==> src/rtl/alu_muldiv.sv <==
// Iterative radix-2 multiply/divide unit: W x W -> 2W products and 2W / W
// quotient/remainder, one step per clock on a datapath shared by both operations.
module alu_muldiv #(
    parameter int W = 16
) (
    input  logic           clk_in,
    input  logic           nrst_in,
    input  logic           start_in,
    input  logic [1:0]     op_in,
    input  logic [2*W-1:0] a_in,
    input  logic [W-1:0]   b_in,
    output logic           busy_out,
    output logic           done_out,
    output logic [W-1:0]   hi_out,
    output logic [W-1:0]   lo_out,
    output logic [3:0]     flags_out,
    output logic           dz_out
);

    localparam int CW = $clog2(W + 1);
    localparam logic [W-1:0] HALF = {1'b1, {(W-1){1'b0}}};

    // IDLE: waiting for start | RUN: W shift steps | FIX: sign fix-up and result write
    typedef enum logic [1:0] {IDLE, RUN, FIX} state_t;
    typedef enum logic [1:0] {ET_NONE, ET_DZ, ET_OVF} early_t;

    state_t         state;
    early_t         early;
    logic [1:0]     op;
    logic           neg_q;
    logic           neg_r;
    logic [CW-1:0]  cnt;
    logic [2*W-1:0] acc;
    logic [W-1:0]   bm;

    logic           is_div, is_sgn, sa_mul, sa_div, sb;
    logic [W-1:0]   b_mag, a_lo_mag;
    logic [2*W-1:0] a_mag;
    logic           early_dz, early_ovf;
    logic [W:0]     mul_sum, div_diff;
    logic           div_ge;
    logic [W-1:0]   div_rem;
    logic [2*W-1:0] prod_s;
    logic [W-1:0]   q_s, r_s;
    logic           sgn_ovf;

    always_comb begin
        is_div    = op_in[1];
        is_sgn    = op_in[0];
        sb        = is_sgn & b_in[W-1];
        sa_mul    = is_sgn & a_in[W-1];
        sa_div    = is_sgn & a_in[2*W-1];
        b_mag     = sb ? -b_in : b_in;
        a_lo_mag  = sa_mul ? -a_in[W-1:0] : a_in[W-1:0];
        a_mag     = sa_div ? -a_in : a_in;
        early_dz  = is_div && (b_in == '0);
        early_ovf = is_div && !early_dz && (a_mag[2*W-1:W] >= b_mag);
    end

    // Partial remainder stays below |b|, so the borrow bit alone decides the quotient bit.
    always_comb begin
        mul_sum  = {1'b0, acc[2*W-1:W]} + (acc[0] ? {1'b0, bm} : '0);
        div_diff = acc[2*W-1:W-1] - {1'b0, bm};
        div_ge   = ~div_diff[W];
        div_rem  = div_ge ? div_diff[W-1:0] : acc[2*W-2:W-1];
    end

    always_comb begin
        prod_s  = neg_q ? -acc : acc;
        q_s     = neg_q ? -acc[W-1:0] : acc[W-1:0];
        r_s     = neg_r ? -acc[2*W-1:W] : acc[2*W-1:W];
        sgn_ovf = op[0] && (neg_q ? (acc[W-1:0] > HALF) : acc[W-1]);
    end

    always_ff @(posedge clk_in or negedge nrst_in) begin
        if (!nrst_in) begin
            state     <= IDLE;
            early     <= ET_NONE;
            op        <= '0;
            neg_q     <= 1'b0;
            neg_r     <= 1'b0;
            cnt       <= '0;
            acc       <= '0;
            bm        <= '0;
            busy_out  <= 1'b0;
            done_out  <= 1'b0;
            hi_out    <= '0;
            lo_out    <= '0;
            flags_out <= '0;
            dz_out    <= 1'b0;
        end else begin
            done_out <= 1'b0;
            case (state)
                IDLE: begin
                    if (start_in) begin
                        op       <= op_in;
                        busy_out <= 1'b1;
                        if (is_div) begin
                            neg_q <= sa_div ^ sb;
                            neg_r <= sa_div;
                            bm    <= b_mag;
                            acc   <= a_mag;
                        end else begin
                            neg_q <= sa_mul ^ sb;
                            neg_r <= 1'b0;
                            bm    <= a_lo_mag;
                            acc   <= {{W{1'b0}}, b_mag};
                        end
                        if (early_dz) begin
                            early <= ET_DZ;
                            acc   <= a_in;
                            cnt   <= '0;
                            state <= FIX;
                        end else if (early_ovf) begin
                            early <= ET_OVF;
                            cnt   <= '0;
                            state <= FIX;
                        end else begin
                            early <= ET_NONE;
                            cnt   <= CW'(W);
                            state <= RUN;
                        end
                    end
                end
                RUN: begin
                    if (op[1])
                        acc <= {div_rem, acc[W-2:0], div_ge};
                    else
                        acc <= {mul_sum, acc[W-1:1]};
                    cnt <= cnt - 1'b1;
                    if (cnt == CW'(1))
                        state <= FIX;
                end
                FIX: begin
                    state    <= IDLE;
                    busy_out <= 1'b0;
                    done_out <= 1'b1;
                    dz_out   <= (early == ET_DZ);
                    if (early == ET_DZ) begin
                        hi_out    <= acc[W-1:0];
                        lo_out    <= '1;
                        flags_out <= 4'b0010;
                    end else if (early == ET_OVF) begin
                        hi_out    <= '0;
                        lo_out    <= '0;
                        flags_out <= 4'b0010;
                    end else if (!op[1]) begin
                        hi_out    <= prod_s[2*W-1:W];
                        lo_out    <= prod_s[W-1:0];
                        flags_out <= {prod_s[2*W-1], prod_s == '0, 1'b0, prod_s[W-1]};
                    end else if (sgn_ovf) begin
                        hi_out    <= '0;
                        lo_out    <= '0;
                        flags_out <= 4'b0010;
                    end else begin
                        hi_out    <= r_s;
                        lo_out    <= q_s;
                        flags_out <= {q_s[W-1], q_s == '0, 1'b0, q_s[0]};
                    end
                end
                default: state <= IDLE;
            endcase
        end
    end

endmodule

==> config.mk <==
export PLATFORM = sky130hd
export DESIGN_NAME = alu_muldiv
export DESIGN_NICKNAME = d
export VERILOG_FILES = /design/src/rtl/alu_muldiv.sv
export SDC_FILE = /design/constraint.sdc
export NUM_CORES = 1
export LEC_CHECK = 0
export BUFFER_PORTS_ARGS = -buffer_cell sky130_fd_sc_hd__buf_4
export CAP_MARGIN = 25
export CORE_UTILIZATION = 31
export CTS_CLUSTER_DIAMETER = 40
export CTS_CLUSTER_SIZE = 24
export DETAILED_ROUTE_END_ITERATION = 6
export PLACE_DENSITY = 0.45
export SLEW_MARGIN = 0
export SYNTH_ARGS = -nofsm -noshare
export SYNTH_HDL_FRONTEND = slang
export SYNTH_SLANG_ARGS = --single-unit
==> constraint.sdc <==
create_clock -name clk_in -period 3.3 [get_ports clk_in]
set_input_delay 0.66 -clock clk_in [delete_from_list [all_inputs] [get_ports clk_in]]
set_output_delay 0.66 -clock clk_in [all_outputs]
set_load 0.005 [all_outputs]
==> metrics.csv <==
stage,metric,value,unit
worst_setup_path,setup.worst_path.class,in2reg,
drt,routed-via-count,9602,
sta,grt_setup_unrepaired,true,
drt,avgViaCountPerCell,5.34,
placed_design,dp_hpwl,27700,µm
power_and_ir_drop,power.clock.fraction,10.1,%
final_layout,areaGrowthSynthToFinish,27.7,%
clock_tree,clock_insertion_delay_worst_skew,0.36,ns
floorplanning,die_y,177,µm
floorplanning,design.core.area,0.0300,mm²
sta,finalSetupViolations,4,
final_layout,drive_above_1_share,24.0,%
final_layout,final_core_util,40.6,%
synth,ys_seq_elements,100,
floorplanning,dieArea,0.0314,mm²
global_route,first_global_vias,9350,
final_layout,finalNonFillerCells,1797,
sta,finalWorstSetupSlack,-0.282,ns
synth,syn_inst,1212,
power_and_ir_drop,seq_power_share,20.1,%
worst_setup_path,path_cells,buf_6 -> or3_4 -> or4_4 -> or3_4 -> or4_4 -> nand2_4 -> xnor2_2 -> ha_2 -> a211o_1 -> o21ai_2 -> a211oi_1 -> a211o_1 -> a32o_1,
drt,drt_first_pass_iters,7,
flow_run,drv.max_cap_violation_count,0,
drt,remaining_drc_errors,0,
sta,timing.clock.skew,0.0167,ns
power_and_ir_drop,share_comb_of_total_power,69.8,%
synth,synth_common_cells,"120 x o21ai_0, 106 x nor2_1, 100 x dfrtp_1",
power_and_ir_drop,ir_worst_vdd,0.490,mV
synth,async_flop_share,100,%
drt,ant_nets,0,
power_and_ir_drop,p_leak,5.35,nW
synth,postSynthNetCount,1322,
worst_setup_path,crit_fanout,4,
outcome,failing_checks,setup timing,
global_route,grt_first_pass_wirelength,54200,µm
worst_setup_path,timing.critical_path.slowest_stage_cell,or4_4,
worst_setup_path,worstSetupEndpointType,flop,
final_layout,antennaDiodeCount,0,
clock_tree,tritoncts,yes,
global_route,grt_max_degree,68,
clock_tree,clkSlewWorstSetupHoldPaths,0.07,ns
worst_setup_path,critPathLaunchType,input pin,
synth,synth_area_per_cell,7.85,µm²
worst_setup_path,critPathArrivalTime,3.82,ns
clock_tree,clockRootBuffer,clkbuf_16,
sta,timing.final.hold_violations,0,
sta,fin_worst_hold_slack,0.308,ns
synth,yosys_warnings,0,
worst_setup_path,critical_path.endpoint,early[1],
synth,yosys.cell_count.top_type,o21ai_0,
worst_setup_path,critical_path.reg2reg.startpoint,acc[16],
drt,wl,34700,µm
sta,max_slew.worst_pin.slew,0.867,ns
sta,max-slew-margin-rel,42.0,%
worst_setup_path,timing.rr.end,acc[27],
drt,dr.first_iter.drc_count,712,
worst_setup_path,worst-r2r-cell-count,12,
worst_setup_path,timing.critical_path.from,a_in[13],
drt,avgRoutedWirePerCell,19.3,µm
worst_setup_path,timing.critical_path.required,3.54,ns
final_layout,final_nets,1512,
synth,synth.top_cells.by_area,"dfrtp_1 26%, ha_1 7.2%, o21ai_0 6.3%, xnor2_1 6.3%, xor2_1 5.0%",
synth,synth-edff-count,0,
clock_tree,cts.sinks,100,
floorplanning,std_cell_rows,63,
clock_tree,number_of_buffers_added_by_the_clock_tree_synthesis_step,9,
power_and_ir_drop,power_density,930,mW/mm²
placed_design,post-place-ws,-0.731,ns
worst_hold_path,min_path_type,in2async,
synth,synth_seq_area_share,26.3,%
synth,predominant_post_synthesis_flop_cell,dfrtp_1,
placed_design,place.detailed.instances,1780,
synth,synth.distinct_cells,72,
sta,setup_tns,-0.904,ns
clock_tree,clockBufferDepth,2,
sta,slew_violations,0,
worst_setup_path,rrSetupSlack,0.15,ns
clock_tree,cts-htree-levels,3,
sta,fin_crit_sh,109,%
clock_tree,ctsHoldBuffers,0,
synth,synth.cell_area,0.00951,mm²
placed_design,globalplace.congestion,0.897,
floorplanning,initial_utilization,31.8,%
sta,clock.fmax,0.279,GHz
synth,yosysTopAreaCell,dfrtp_1,
power_and_ir_drop,p_int,0.00589,W
global_route,global_route.overflow_total,0,
placed_design,buffer_ports.inserted,91,
global_route,grt_util_all_layers,22.5,%
outcome,run_status,"finished, violations left",
sta,layout_min_cycle_time,3.58,ns
power_and_ir_drop,sw_frac_of_total,47.9,%
final_layout,filler_cell_count,3195,
worst_setup_path,cp_slowest_stage_delay,0.45,ns
floorplanning,dieWidth,177,µm
synth,post-synth-top-area-fraction,26.3,%
global_route,grt_antenna_before_repair,0,
power_and_ir_drop,switching_power,0.00541,W
floorplanning,top_level_ports,92,
-- layer usage --
metal	vias to the layer above	GRT usage (%)	wire, µm
met2	235	37.8	16200
met1	4543	31.2	16700
met4	0	4.89	523
met3	29	2.08	1270
li1	4795	-	-
met5	-	0	0
-- placed cells by master (no fill, tap or decap), types with 27 or more instances in the layout --
| cell type | instances |
|---|---|
| dfrtp_1 | 98 |
| buf_4 | 262 |
| xnor2_1 | 66 |
| inv_1 | 52 |
| ha_1 | 54 |
| a211oi_1 | 31 |
| nand2_1 | 94 |
| nor3_1 | 27 |
| nor2_1 | 104 |
| a21oi_1 | 87 |
| xor2_1 | 54 |
| o21ai_0 | 115 |
-- state kept, by name (all words and copies together) (netlist names), 2 cells and up --
register,count
acc,32
bm,16
hi_out,16
lo_out,16
cnt,5
flags_out,4
early,2
op,2
state,2
-- logic make-up after synthesis --
kind of cell | Yosys count | share of synthesized area, %
buf+inv | 141 | 5.75
flops | 100 | 26.3
compound gates | 406 | 27.3
mux | 35 | 3.84
simple gates | 351 | 17.9
fa+ha+maj | 57 | 7.65
xor+xnor | 122 | 11.2
-- what timing repair did --
action                     CTS  global route
gates resized for setup      9            23
setup endpoints to repair    4            14
setup buffers                0             1
pin swaps                    2             7
gates cloned                 0             0
hold endpoints to repair     0             0
-- critical path: cells and delay by family --
family / cells / cell delay (ns)
buffers and inverters: 1 / 0.09
adders and majority gates: 1 / 0.17
and+or+nand+nor: 5 / 1.71
AOI/OAI and AO/OA: 5 / 1.12
xor gates and xnor gates: 1 / 0.06
-- power by group through the flow --
stage | clock [W] | combinational, W | sequential [W]
2_1_floorplan | 0 | 0.00521 | 0.00213
3_3_place_gp | 0 | 0.00776 | 0.00229
3_5_place_dp | 0 | 0.00776 | 0.00230
4_1_cts | 0.00117 | 0.00781 | 0.00227
5_1_grt | 0.00123 | 0.00873 | 0.00235
6_report | 0.00114 | 0.00789 | 0.00227
-- per-stage QoR --
stage | total power [W] | cell area (µm²)
floorplan | 0.00734 | 9530
global placement | 0.0100 | 11700
detailed placement | 0.0101 | 11700
CTS | 0.0112 | 12100
global route | 0.0123 | 12100
finish | 0.0113 | 12100
-- worst min path at each step --
stage / end / startpoint / depth (start not counted) / slack [ns]
6_report: flags_out[3] / nrst_in / 1 / 0.31
2_1_floorplan: acc[0] / nrst_in / 0 / 0.36
5_1_grt: flags_out[3] / nrst_in / 1 / 0.34
4_1_cts: acc[23] / nrst_in / 1 / 0.34
3_3_place_gp: dz_out / dz_out / 1 / 0.46
3_5_place_dp: bm[11] / bm[11] / 2 / 0.47
-- final cells by class --
| type | count | area, µm² | share of cell area (%) |
|---|---|---|---|
| multi-input combinational | 971 | 6600 | 54.3 |
| sequential | 100 | 2500 | 20.6 |
| timing repair buffer | 267 | 2040 | 16.8 |
| tap | 390 | 488 | 4.02 |
| clock buffer | 9 | 225 | 1.85 |
| inverter | 53 | 199 | 1.64 |
| clock inverter | 7 | 91.3 | 0.752 |
Power figures use the tool's default switching activity.
